`config.mk`:
```
export PLATFORM = sky130hd
export DESIGN_NAME = mux_scan
export DESIGN_NICKNAME = d
export VERILOG_FILES = /design/src/rtl/mux_scan.sv
export SDC_FILE = /design/constraint.sdc
export NUM_CORES = 1
export LEC_CHECK = 0
export CORE_MARGIN = 2
export CORE_UTILIZATION = 36
export DETAILED_ROUTE_END_ITERATION = 8
export GPL_TIMING_DRIVEN = 0
export PLACE_DENSITY = 0.64
export SLEW_MARGIN = 5
export SYNTH_ARGS = -nofsm -noshare
export SYNTH_HDL_FRONTEND = slang
export SYNTH_SLANG_ARGS = --single-unit
export TNS_END_PERCENT = 5
```
`constraint.sdc`:
```
create_clock -name clk -period 3.1 [get_ports clk]
set_input_delay 0.465 -clock clk [delete_from_list [all_inputs] [get_ports clk]]
set_output_delay 0.465 -clock clk [all_outputs]
set_load 0.005 [all_outputs]
```
`src/rtl/mux_scan.sv`:
```
// rtl/mux_scan.sv - registered N-channel multi-bit mux with manual and auto-scan channel selection
//
// Purpose: selects one of CH input lanes (W bits each) onto a registered output
// tagged with its source channel. MANUAL mode takes a load-strobed channel
// request; SCAN mode steps through channels, holding each for DWELL enabled cycles.
//
// Optional feature: define MUX_SCAN_SKIP_EN to add skip_mask, which lets SCAN
// mode bypass selected channels.
//
// Ports:
//   clk       rising-edge clock
//   rst_n     synchronous active-low reset
//   x         channel inputs, channel k at x[k*W +: W]
//   sel       manual channel request
//   load      apply sel at this edge (MANUAL only)
//   mode      0 = MANUAL, 1 = SCAN
//   skip_mask (MUX_SCAN_SKIP_EN only) 1 = skip channel in SCAN
//   en        global enable; 0 freezes all state
//   y         registered selected data
//   y_ch      channel index y was sampled from
//   cur       currently selected channel
//   wrap      one-cycle pulse when the scan wraps around
module mux_scan #(
  parameter int CH    = 4,
  parameter int W     = 1,
  parameter int DWELL = 4,
  localparam int SELW = (CH > 1) ? $clog2(CH) : 1
) (
  input  logic            clk,
  input  logic            rst_n,
  input  logic [CH*W-1:0] x,
  input  logic [SELW-1:0] sel,
  input  logic            load,
  input  logic            mode,
`ifdef MUX_SCAN_SKIP_EN
  input  logic [CH-1:0]   skip_mask,
`endif
  input  logic            en,
  output logic [W-1:0]    y,
  output logic [SELW-1:0] y_ch,
  output logic [SELW-1:0] cur,
  output logic            wrap
);

  localparam int CW = $clog2(DWELL) + 1;

  typedef enum logic {
    MANUAL = 1'b0,
    SCAN   = 1'b1
  } state_t;

  state_t          state;
  logic [CW-1:0]   cnt;
  logic [SELW-1:0] nxt;
  logic            has_next;
  logic            last;
  logic            sel_ok;

  assign last = (cnt == CW'(DWELL - 1));

  // Requests beyond the last channel can only occur for non-power-of-two CH.
  assign sel_ok = (32'(sel) < CH);

`ifdef MUX_SCAN_SKIP_EN
  // Cyclic search for the nearest unmasked channel after cur. Distance CH lands
  // back on cur itself, so a lone unmasked cur keeps being revisited. The sum
  // cur+d stays below 2*CH, so a single conditional subtract wraps it.
  logic [SELW:0] idx;
  always_comb begin
    nxt      = cur;
    has_next = 1'b0;
    idx      = '0;
    for (int d = 1; d <= CH; d++) begin
      idx = {1'b0, cur} + (SELW+1)'(d);
      if (idx >= (SELW+1)'(CH))
        idx = idx - (SELW+1)'(CH);
      if (!has_next && !skip_mask[idx[SELW-1:0]]) begin
        nxt      = idx[SELW-1:0];
        has_next = 1'b1;
      end
    end
  end
`else
  // Explicit wrap at CH-1 so non-power-of-two CH never reaches a dead index.
  always_comb begin
    has_next = 1'b1;
    if (cur == SELW'(CH - 1))
      nxt = '0;
    else
      nxt = cur + 1'b1;
  end
`endif

  always_ff @(posedge clk) begin
    if (!rst_n) begin
      state <= MANUAL;
      cur   <= '0;
      cnt   <= '0;
      y     <= '0;
      y_ch  <= '0;
      wrap  <= 1'b0;
    end else if (en) begin
      // Data path always samples the pre-edge channel, so y_ch trails cur by one edge.
      y    <= x[cur*W +: W];
      y_ch <= cur;
      if (state == MANUAL && mode) begin
        // Entering scan: the current channel gets a full dwell first.
        state <= SCAN;
        cnt   <= '0;
        wrap  <= 1'b0;
      end else if (state == SCAN && !mode) begin
        state <= MANUAL;
        cnt   <= '0;
        wrap  <= 1'b0;
      end else if (state == SCAN) begin
        if (last) begin
          cnt  <= '0;
          cur  <= nxt;
          // With every channel masked nothing moves and no wrap is reported.
          wrap <= has_next && (nxt <= cur);
        end else begin
          cnt  <= cnt + 1'b1;
          wrap <= 1'b0;
        end
      end else begin
        if (load && sel_ok)
          cur <= sel;
        wrap <= 1'b0;
      end
    end else begin
      wrap <= 1'b0;
    end
  end

endmodule
```
==> key figures <==
STA
  – Hold Violations, Final: 0
  – Max Fclk: 0.569 GHz
  – Final Critical Period: 1.76 ns
  – Clock skew: 0.00545 ns
  – Setup TNS: 0 ns
  – Slew HR: 80.9%
  – # setup viols final: 0
  – RSZ-0062 raised after global routing: false
  – Worst slew pin tran: 0.287 ns
  – Final Cycle Share: 56.7%
  – Min Hold Slack: 0.466 ns
  – Final Max Slew Viols: 0

Global route
  – Antenna violations before repair: 0
  – Vias in the first global route: 408
  – First-pass GRT wire length: 1840 µm
  – Gr usage total: 13.9%
  – GRT Residual Overflow: 0
  – Largest net degree at the start of global routing: 11

Min path
  – Worst Hold Class: register to register

Pwr
  – PD cells: 396 mW/mm²
  – Clock power frac: 38.9%
  – Leak Pwr: 0.000319 µW
  – Tot Pwr: 303 µW
  – Combinational power share: 15.5%
  – P_sw: 69.4 µW
  – Internal power: 234 µW
  – VDD IR max: 0.223 mV
  – Reg power frac: 45.6%
  – Net Sw Frac: 22.9%

Synthesis
  – Top-count cell post-synth: dfxtp_1
  – Post-synth top area cell: dfxtp_1
  – Yosys cell types: 23
  – Most used DFF post-synth: dfxtp_1
  – Top-area cell type share of the netlist area: 35.8%
  – Mapped Nets: 75
  – Avg Cell Area, Syn: 9.64 µm²
  – Main area contributors after synthesis: dfxtp_1 36%, ha_1 13%, mux2i_1 8.9%
  – Synth Register Bits: 10
  – Post-synth EDFFs: 0
  – Mapped cell area: 559 µm²
  – Syn Inst Count: 58
  – Commonest cells in the netlist: 10 x dfxtp_1, 7 x nand2_1, 6 x ha_1
  – Seq/Total Area, Yosys: 35.8%
  – Asr flop ratio synth: 0%
  – Syn. warnings: 0

Worst setup path
  – Worst path max stage delay: 0.56 ns
  – Slowest cell on crit path: clkdlybuf4s50_1
  – Crit path capture type: output pin
  – Crit Path Class: register to output pin
  – Buf/Inv on CP: 1
  – CP Max Fanout: 7
  – Cell family with most CP delay: buffers and inverters
  – Req. time, crit path: 2.63 ns
  – CP Launch Type: register
  – CP cell instances: clkdlybuf4s50_1
  – CP arrival: 1.29 ns

Job
  – Max cap viols: 0

Placement
  – Dpl cell area: 729 µm²
  – Placer Congestion: 0.745
  – Number of buffers added on ports: 15
  – DP Wirelength: 801 µm

Die
  – Die span in x: 43.4 µm
  – # rows: 14
  – I/O pins: 17
  – Starting density of the core: 37.6%
  – DIE AREA: 0.00188 mm²
  – Die Y: 43.4 µm
  – Core Box Area: 0.00149 mm²

Run status
  – Status: complete, no violations

Detailed routing
  – DR pass1 iterations: 4
  – DR WL/cell: 11.2 µm
  – Routed Antenna Nets: 0
  – Via/cell ratio: 4.92
  – 1st-iter DRT viols: 8
  – Vias: 458
  – Remaining DRCs: 0
  – Final wirelength: 1040 µm

Clocking
  – CTS root buf: clkbuf_4
  – Worst-path clk slew: 0.07 ns
  – CTS tree: built
  – Deepest clock path buffer count: 2
  – Cts repair resizes: 0
  – H-tree lvl count: 1
  – Inserted Clock Buffers: 3
  – Clk sinks: 10
  – Clock Latency Late Sink: 0.27 ns
  – Post-CTS Repair Setup Buffers: 0
  – CTS Hold Bufs: 0

Layout
  – Filler cells: 146
  – Layout cells sized above 1: 11.7%
  – Antenna cell count: 0
  – Syn-to-layout area delta: 36.9%
  – Final Cell Area: 766 µm²
  – Nets: 95
==> registers in the layout (all words and copies together) (netlist names) <==
name and flops:
cnt 3, cur 2, state 1, wrap 1
y 1, y_ch 2
==> final cells by class <==
cell class                 count  area, µm²  area share [%]
buffer                         2       10.0            1.31
clock buffer                   4       36.3            4.74
inverter                       2       7.51           0.980
multi-input combinational     44        342            44.6
sequential                    10        200            26.1
tap                           16       20.0            2.61
timing repair buffer          15        150            19.6
==> worst paths after layout <==
| path | from | endpoint | slack, ns | cells after the start |
|---|---|---|---|---|
| max | cur[0] | cur[0] | 1.34 | 1 |
| min reg2reg | cnt[1] | cnt[1] | 0.47 | 2 |
| max reg2reg | state | cur[0] | 1.59 | 5 |
| min | cnt[1] | cnt[1] | 0.47 | 2 |
==> placed cells by master (no fill, tap or decap), types with 3 or more instances in the layout <==
cell type	Yosys	layout
dfxtp_1	10	10
clkdlybuf4s50_1	0	15
nor2b_1	4	4
nand2b_1	4	4
mux2i_1	5	5
ha_1	6	6
nand2_1	7	7
clkbuf_4	0	3
==> per-layer routing <==
metal / track usage, % / share of wire, %
met5: 0 / 0
met4: 5.45 / 0.96
met3: 7.50 / 4.9
met2: 19.7 / 47
met1: 17.8 / 47
==> per-stage QoR <==
step / cells / worst slack [ns] / util, %
2_1_floorplan: 58 / 1.75 / -
3_3_place_gp: 89 / 1.17 / 49.0
3_5_place_dp: 89 / 1.16 / 49.0
4_1_cts: 93 / 1.32 / 51.4
5_1_grt: 93 / 1.25 / 51.4
6_report: 93 / 1.34 / 51.4
==> worst register-to-register path: stages, from the launching register on <==
cell and delay [ns]:
dfxtp_1 0.48, inv_1 0.11, ha_1 0.29, nand2b_1 0.18, a21oi_2 0.18, mux2i_1 0.19
==> cells by family (layout without fill, tap and decap cells) <==
family | count (synthesis) | in the layout | synth area share, %
adder cells (fa/ha/maj) | 6 | 6 | 13.4
AO/OA/AOI/OAI | 5 | 5 | 6.49
multiplexers | 7 | 7 | 15.0
AND/OR/NAND/NOR | 26 | 26 | 26.2
buffers and inverters | 4 | 23 | 3.13
flip-flops | 10 | 10 | 35.8
==> power by group through the flow <==
stage / sequential, µW / combinational [µW] / clock [µW]
after floorplan: 140 / 26.0 / 0
after global placement: 141 / 46.7 / 0
after detailed placement: 141 / 47.6 / 0
after CTS: 138 / 47.7 / 122
after global routing: 139 / 53.5 / 133
final: 138 / 46.9 / 118
No activity file was read; power rests on OpenSTA's default activity.
